$ cat src/rtl/lane_ctrl_pause_pkg.sv
// Shared types and defaults for the lane-controller clock-pause initiator.
// State encoding and default cycle counts live here so the FSM and bench agree.
package lane_ctrl_pause_pkg;

    localparam logic [2:0] ST_IDLE_ENC    = 3'd0;
    localparam logic [2:0] ST_SETUP_ENC   = 3'd1;
    localparam logic [2:0] ST_LOAD_ENC    = 3'd2;
    localparam logic [2:0] ST_HOLD_ENC    = 3'd3;
    localparam logic [2:0] ST_RELEASE_ENC = 3'd4;
    localparam logic [2:0] ST_DONE_ENC    = 3'd5;

    typedef enum logic [2:0] {
        ST_IDLE    = ST_IDLE_ENC,
        ST_SETUP   = ST_SETUP_ENC,
        ST_LOAD    = ST_LOAD_ENC,
        ST_HOLD    = ST_HOLD_ENC,
        ST_RELEASE = ST_RELEASE_ENC,
        ST_DONE    = ST_DONE_ENC
    } state_e;

    localparam int DEF_SETUP_CYCLES   = 4;
    localparam int DEF_HOLD_CYCLES    = 4;
    localparam int DEF_SETTLE_CYCLES  = 8;
    localparam int DEF_CNT_W          = 8;
    localparam int DEF_TIMEOUT_CYCLES = 64;

endpackage

$ cat src/rtl/lane_ctrl_pause_seq_if.sv
// Handshake and pause signals between the pause initiator and its environment.
// master = the pause sequencer, slave = requester / lane controller side.
interface lane_ctrl_pause_seq_if;

    logic UPDATE_REQ;
    logic UPDATE_ACK;
    logic HS_IO_CLK_PAUSE;
    logic DELAY_LOAD;
    logic BUSY;
    logic HS_IO_CLK_PAUSE_SYNC;
    logic SYNC_ERR;

    modport master (
        input  UPDATE_REQ,
        input  HS_IO_CLK_PAUSE_SYNC,
        output UPDATE_ACK,
        output HS_IO_CLK_PAUSE,
        output DELAY_LOAD,
        output BUSY,
        output SYNC_ERR
    );

    modport slave (
        output UPDATE_REQ,
        output HS_IO_CLK_PAUSE_SYNC,
        input  UPDATE_ACK,
        input  HS_IO_CLK_PAUSE,
        input  DELAY_LOAD,
        input  BUSY,
        input  SYNC_ERR
    );

endinterface

$ cat src/rtl/lane_ctrl_pause_cnt.sv
// Load/decrement down-counter with zero flag; saturates at zero instead of wrapping.
module lane_ctrl_pause_cnt #(
    parameter int CNT_W = 8
) (
    input  logic             clk,
    input  logic             rst,
    input  logic             load,
    input  logic [CNT_W-1:0] load_val,
    input  logic             dec,
    output logic             zero
);

    logic [CNT_W-1:0] cnt_q;
    logic [CNT_W-1:0] cnt_d;

    always_comb begin
        cnt_d = cnt_q;
        if (load) begin
            cnt_d = load_val;
        end else if (dec && (cnt_q != '0)) begin
            cnt_d = cnt_q - 1'b1;
        end
    end

    always_ff @(posedge clk) begin
        if (rst) begin
            cnt_q <= '0;
        end else begin
            cnt_q <= cnt_d;
        end
    end

    assign zero = (cnt_q == '0);

endmodule

$ cat src/rtl/lane_ctrl_pause_seq.sv
// Clock-pause initiator: REQ -> pause, LOAD strobe, hold, release, settle -> ACK.
// Define LANE_PAUSE_SYNC_CHECK_EN to also wait on the synchronised pause feedback.
module lane_ctrl_pause_seq
    import lane_ctrl_pause_pkg::*;
#(
    parameter int SETUP_CYCLES   = DEF_SETUP_CYCLES,
    parameter int HOLD_CYCLES    = DEF_HOLD_CYCLES,
    parameter int SETTLE_CYCLES  = DEF_SETTLE_CYCLES,
    parameter int CNT_W          = DEF_CNT_W,
    parameter int TIMEOUT_CYCLES = DEF_TIMEOUT_CYCLES
) (
    input  logic                  CLK,
    input  logic                  RESET,
    lane_ctrl_pause_seq_if.master pif
);

    state_e           state_q, state_d;
    logic             pause_q, pause_d;
    logic             load_q, load_d;
    logic             ack_q, ack_d;
    logic             busy_q, busy_d;
    logic             err_q, err_d;
    logic             ph_load;
    logic [CNT_W-1:0] ph_val;
    logic             ph_zero;
    logic             fb_hi, fb_lo, timeout;

    lane_ctrl_pause_cnt #(.CNT_W(CNT_W)) u_phase_cnt (
        .clk      (CLK),
        .rst      (RESET),
        .load     (ph_load),
        .load_val (ph_val),
        .dec      (1'b1),
        .zero     (ph_zero)
    );

`ifdef LANE_PAUSE_SYNC_CHECK_EN
    logic wt_load, wt_zero;

    // The timeout window restarts on entry to each feedback wait.
    assign wt_load = ((state_q == ST_IDLE) && (state_d == ST_SETUP)) ||
                     ((state_q == ST_HOLD) && (state_d == ST_RELEASE));

    lane_ctrl_pause_cnt #(.CNT_W(CNT_W)) u_wait_cnt (
        .clk      (CLK),
        .rst      (RESET),
        .load     (wt_load),
        .load_val (CNT_W'(TIMEOUT_CYCLES - 1)),
        .dec      (1'b1),
        .zero     (wt_zero)
    );

    assign fb_hi   = pif.HS_IO_CLK_PAUSE_SYNC;
    assign fb_lo   = ~pif.HS_IO_CLK_PAUSE_SYNC;
    assign timeout = wt_zero;
`else
    logic sync_unused;
    assign sync_unused = pif.HS_IO_CLK_PAUSE_SYNC;
    assign fb_hi       = 1'b1;
    assign fb_lo       = 1'b1;
    assign timeout     = 1'b0;
`endif

    always_comb begin
        state_d = state_q;
        ph_load = 1'b0;
        ph_val  = '0;
        err_d   = err_q;
        case (state_q)
            ST_IDLE: begin
                if (pif.UPDATE_REQ && !ack_q) begin
                    state_d = ST_SETUP;
                    ph_load = 1'b1;
                    ph_val  = CNT_W'(SETUP_CYCLES - 1);
                end
            end
            ST_SETUP: begin
                if (ph_zero && (fb_hi || timeout)) begin
                    state_d = ST_LOAD;
                    err_d   = err_q | ~fb_hi;
                end
            end
            ST_LOAD: begin
                state_d = ST_HOLD;
                ph_load = 1'b1;
                ph_val  = CNT_W'(HOLD_CYCLES - 1);
            end
            ST_HOLD: begin
                if (ph_zero) begin
                    state_d = ST_RELEASE;
                    ph_load = 1'b1;
                    ph_val  = CNT_W'(SETTLE_CYCLES - 1);
                end
            end
            ST_RELEASE: begin
                if (ph_zero && (fb_lo || timeout)) begin
                    state_d = ST_DONE;
                    err_d   = err_q | ~fb_lo;
                end
            end
            ST_DONE: begin
                if (!pif.UPDATE_REQ) begin
                    state_d = ST_IDLE;
                end
            end
            default: state_d = ST_IDLE;
        endcase

        // Outputs are decoded from the next state so they register with it.
        pause_d = (state_d == ST_SETUP) || (state_d == ST_LOAD) || (state_d == ST_HOLD);
        load_d  = (state_d == ST_LOAD);
        ack_d   = (state_d == ST_DONE);
        busy_d  = (state_d != ST_IDLE);
    end

    always_ff @(posedge CLK) begin
        if (RESET) begin
            state_q <= ST_IDLE;
            pause_q <= 1'b0;
            load_q  <= 1'b0;
            ack_q   <= 1'b0;
            busy_q  <= 1'b0;
            err_q   <= 1'b0;
        end else begin
            state_q <= state_d;
            pause_q <= pause_d;
            load_q  <= load_d;
            ack_q   <= ack_d;
            busy_q  <= busy_d;
            err_q   <= err_d;
        end
    end

    assign pif.UPDATE_ACK      = ack_q;
    assign pif.HS_IO_CLK_PAUSE = pause_q;
    assign pif.DELAY_LOAD      = load_q;
    assign pif.BUSY            = busy_q;
    assign pif.SYNC_ERR        = err_q;

endmodule

$ cat src/flat_wrapper.sv
// flat-port wrapper written by rule: the top's interface ports become plain ports
module lane_ctrl_pause_seq_flat import lane_ctrl_pause_pkg::*;
#(
    parameter int SETUP_CYCLES   = DEF_SETUP_CYCLES,
    parameter int HOLD_CYCLES    = DEF_HOLD_CYCLES,
    parameter int SETTLE_CYCLES  = DEF_SETTLE_CYCLES,
    parameter int CNT_W          = DEF_CNT_W,
    parameter int TIMEOUT_CYCLES = DEF_TIMEOUT_CYCLES
)
  (CLK, RESET, pif_UPDATE_REQ, pif_HS_IO_CLK_PAUSE_SYNC, pif_UPDATE_ACK, pif_HS_IO_CLK_PAUSE, pif_DELAY_LOAD, pif_BUSY, pif_SYNC_ERR);
  lane_ctrl_pause_seq_if pif_i ();
  input  logic CLK;
  input  logic RESET;
  input wire logic [$bits(pif_i.UPDATE_REQ)-1:0] pif_UPDATE_REQ;
  input wire logic [$bits(pif_i.HS_IO_CLK_PAUSE_SYNC)-1:0] pif_HS_IO_CLK_PAUSE_SYNC;
  output wire logic [$bits(pif_i.UPDATE_ACK)-1:0] pif_UPDATE_ACK;
  output wire logic [$bits(pif_i.HS_IO_CLK_PAUSE)-1:0] pif_HS_IO_CLK_PAUSE;
  output wire logic [$bits(pif_i.DELAY_LOAD)-1:0] pif_DELAY_LOAD;
  output wire logic [$bits(pif_i.BUSY)-1:0] pif_BUSY;
  output wire logic [$bits(pif_i.SYNC_ERR)-1:0] pif_SYNC_ERR;
  assign pif_i.UPDATE_REQ = pif_UPDATE_REQ;
  assign pif_i.HS_IO_CLK_PAUSE_SYNC = pif_HS_IO_CLK_PAUSE_SYNC;
  assign pif_UPDATE_ACK = pif_i.UPDATE_ACK;
  assign pif_HS_IO_CLK_PAUSE = pif_i.HS_IO_CLK_PAUSE;
  assign pif_DELAY_LOAD = pif_i.DELAY_LOAD;
  assign pif_BUSY = pif_i.BUSY;
  assign pif_SYNC_ERR = pif_i.SYNC_ERR;
  lane_ctrl_pause_seq #(.SETUP_CYCLES(SETUP_CYCLES), .HOLD_CYCLES(HOLD_CYCLES), .SETTLE_CYCLES(SETTLE_CYCLES), .CNT_W(CNT_W), .TIMEOUT_CYCLES(TIMEOUT_CYCLES)) u_core (.CLK(CLK), .RESET(RESET), .pif(pif_i));
endmodule
$ cat config.mk
export PLATFORM = sky130hd
export DESIGN_NAME = lane_ctrl_pause_seq_flat
export DESIGN_NICKNAME = d
export VERILOG_FILES = /design/src/rtl/lane_ctrl_pause_pkg.sv /design/src/rtl/lane_ctrl_pause_seq_if.sv /design/src/rtl/lane_ctrl_pause_cnt.sv /design/src/rtl/lane_ctrl_pause_seq.sv /design/src/flat_wrapper.sv
export SDC_FILE = /design/constraint.sdc
export NUM_CORES = 1
export LEC_CHECK = 0
export CAP_MARGIN = 30
export CELL_PAD_IN_SITES_DETAIL_PLACEMENT = 1
export CELL_PAD_IN_SITES_GLOBAL_PLACEMENT = 1
export CORE_MARGIN = 3
export CORE_UTILIZATION = 36
export CTS_CLUSTER_SIZE = 40
export DETAILED_ROUTE_END_ITERATION = 10
export HOLD_SLACK_MARGIN = 0.15
export MAX_ROUTING_LAYER = met4
export PLACE_DENSITY_LB_ADDON = 0.1
export SLEW_MARGIN = 40
export SYNTH_ARGS = -nofsm -noshare
export SYNTH_HDL_FRONTEND = slang
export SYNTH_SLANG_ARGS = --single-unit
export TNS_END_PERCENT = 20
$ cat constraint.sdc
create_clock -name CLK -period 1.68 [get_ports CLK]
set_clock_uncertainty 0.15 [all_clocks]
set_input_delay 0.252 -clock CLK [delete_from_list [all_inputs] [get_ports CLK]]
set_output_delay 0.252 -clock CLK [all_outputs]
set_load 0.02 [all_outputs]
==> flow_summary.toml <==
[outcome]
status = "finished with violations"
violations = "negative setup slack"

[yosys]
synth_nets = 87
synth_common_cells = "15 x dfxtp_1, 7 x a21oi_1, 5 x nor2_1, 5 x o21ai_0"
synth_most_common_cell = "dfxtp_1"
synth_top_area_share_pct = 40.0
synth.avg_cell_area_sq_um = 9.16
synth_edf_count = 0
synth_ff_type = "dfxtp_1"
ys_warn_count = 0
yosysSeqAreaShare_pct = 40.0
async_flop_share_pct = 0
postSynthCellCount = 82
ys_types = 36
synthTopCellsByArea = "dfxtp_1 40%, a21oi_1 4.7%, xnor2_1 4.7%"
yosysTopAreaCell = "dfxtp_1"
ys_ff_latch = 15
synthesis.area_sq_um = 751

[cells_and_area]
antenna_cells = 0
area_growth_pct = 39.7
fin_nets = 110
nFillCells = 230
drive_gt1_share_pct = 37.5
utilization_pct = 57.0

[place]
place.gp.congestion = 0.782
dp_hpwl_mm = 1.37
io_buffers = 6

[critical_path]
required_ns = 1.75
start_kind = "flip-flop"
startpoint = "u_core.u_phase_cnt.cnt_q[1]"
rrSetupSlack_ns = -0.02
path_class = "flip-flop to flip-flop"
crit_buf_inv = 2
worst-path-max-fanout = 4
cp_cell_sequence = "inv_2 > ha_4 > nor3b_4 > buf_4 > or4_1 > a21oi_1"
worst-path-stages = 6
worst_setup_path_end_kind = "flip-flop"
r2r-start = "u_core.u_phase_cnt.cnt_q[1]"
endpoint = "u_core.u_phase_cnt.cnt_q[7]"
critPathTopFamily = "simple AND/OR/NAND/NOR gates"
r2r_end = "u_core.u_phase_cnt.cnt_q[7]"
rr_worst_depth = 6
critPathMaxStageDelay_ns = 0.50
slowest_stage = "or4_1"
critPathArrivalTime_ns = 1.77

[clock_tree]
cts_tree = "built"
clock_path_buffers = 2
cts_hold_buf = 0
clock_sinks = 15
numCtsBuffers = 3
clkTransAtPathRegs_ns = 0.09
htree_levels = 1
clk_latency_ns = 0.29
root_buffer = "clkbuf_4"

[floorplanning]
coreArea_sq_mm = 0.00184
dieArea_sq_mm = 0.00267
die_y_um = 51.7
io_pins = 9
rows = 15
initial_core_util_pct = 40.8
die_w_um = 51.7

[global_routing]
grt_pass1_wl_mm = 3.35
globalRouteOverflowTotal = 0
grt_usage_pct = 17.8
antenna_found_initial = 0
grt_pass1_vias = 725
grt_max_degree = 9

[worst_hold_path]
min_path_type = "flip-flop to flip-flop"
min-delay-start = "u_core.state_q[2]"

[timing]
clock.fmax_mhz = 587
setup_violations = 3
timing.final.crit_period_ns = 1.70
hold_ws_ns = 0.354
layout_setup_ws_ns = -0.0236
final-hold-violation-count = 0
grt_setup_unrepaired = "yes"
final.period_utilization_pct = 101
final_max_slew_viol_count = 0

[pwr]
powerDensity_mw_per_mm2 = 2190
peakVddDrop_v = 0.00106
power.leakage_nw = 0.414

[detailed_routing]
vias = 698
drtPass1Iterations = 4
vias_per_cell = 5.41
drt_wl_total_mm = 2.07
drc_errors = 0
first_iter_violations = 9
final_antenna_net_count = 0
wire_per_inst_um = 16.1

[job]
maxCapViolCount = 0
[sequential cells by signal (all words and copies together), names as in the netlist]
register	cells
u_core.u_phase_cnt.cnt_q	8
u_core.state_q	3
u_core.pif.BUSY	1
u_core.pif.DELAY_LOAD	1
u_core.pif.HS_IO_CLK_PAUSE	1
u_core.pif.UPDATE_ACK	1
[final cells by class]
type | instances | area, sq um | area share (%)
Multi-Input combinational cell | 60 | 487 | 46.4
Timing Repair Buffer | 22 | 183 | 17.4
Sequential cell | 15 | 310 | 29.6
Tap cell | 25 | 31.3 | 2.98
Clock buffer | 4 | 26.3 | 2.51
Inverter | 3 | 11.3 | 1.07
[cell usage in the layout, fill, tap and decap left out, types with 3 or more instances in the layout]
cell type	instances
buf_4	16
dfxtp_1	11
a21oi_1	7
nor2_1	5
o21ai_0	5
clkdlybuf4s50_1	5
nor2b_1	4
xnor2_1	4
nor3_1	3
nand2_1	3
clkbuf_4	3
[worst min path at each step]
stage	endpoint	slack [ns]	depth (start not counted)
global route	u_core.state_q[1]	0.39	1
finish	u_core.state_q[1]	0.35	1
CTS	u_core.state_q[1]	0.36	1
global placement	u_core.state_q[1]	0.35	1
detailed placement	u_core.state_q[1]	0.35	1
floorplan	u_core.state_q[1]	0.30	1
[cell families after synthesis]
group	after synthesis	synth area share (%)
xor gates and xnor gates	4	4.67
adders and majority gates	1	1.67
and+or+nand+nor	35	31.5
DFF	15	40.0
AOI/OAI and AO/OA	18	16.2
muxes	1	1.33
buffers and inverters	7	4.17
other	1	0.500
[per-layer routing]
layer / GRT usage (%) / vias to the layer above / part of all wire, %
li1: - / 339 / -
met1: 22.1 / 343 / 47
met2: 28.8 / 11 / 49
met3: 3.44 / 5 / 2.5
met4: 6.55 / 0 / 1.6
met5: - / - / 0
[stage by stage]
| stage | setup TNS, ns | setup WS [ns] | power [mW] | instance area, sq um | instances |
|---|---|---|---|---|---|
| finish | -0.0569 | -0.0236 | 2.30 | 1050 | 129 |
| global route | -1.39 | -0.137 | 2.46 | 1050 | 129 |
| CTS | -0.0570 | -0.0251 | 2.15 | 1000 | 127 |
| detailed placement | -1.05 | -0.135 | 1.74 | 905 | 120 |
| global placement | -0.501 | -0.0930 | 1.70 | 905 | 120 |
| floorplan | -0.0313 | -0.0157 | 1.33 | 751 | 82 |
[repair_timing]
action                                  4_1_cts  5_1_grt
setup buffers                                 3        2
endpoints found under the setup margin       13       14
endpoints found under the hold margin         0        0
resized for setup                            14        6
pin swaps                                     5       11
[power by group]
part           internal (mW)  total (mW)  leakage [nW]  switching [mW]
combinational          0.778        1.45         0.274           0.672
sequential             0.486       0.633         0.125           0.147
clock                 0.0924       0.213        0.0150           0.120
[worst register-to-register path, cell delays in order (launching register included)]
cell and delay, ns:
dfxtp_2 0.35, inv_2 0.05, ha_4 0.15, nor3b_4 0.15, buf_4 0.15, or4_1 0.50
a21oi_1 0.13
(Power assumes the default switching activity.)
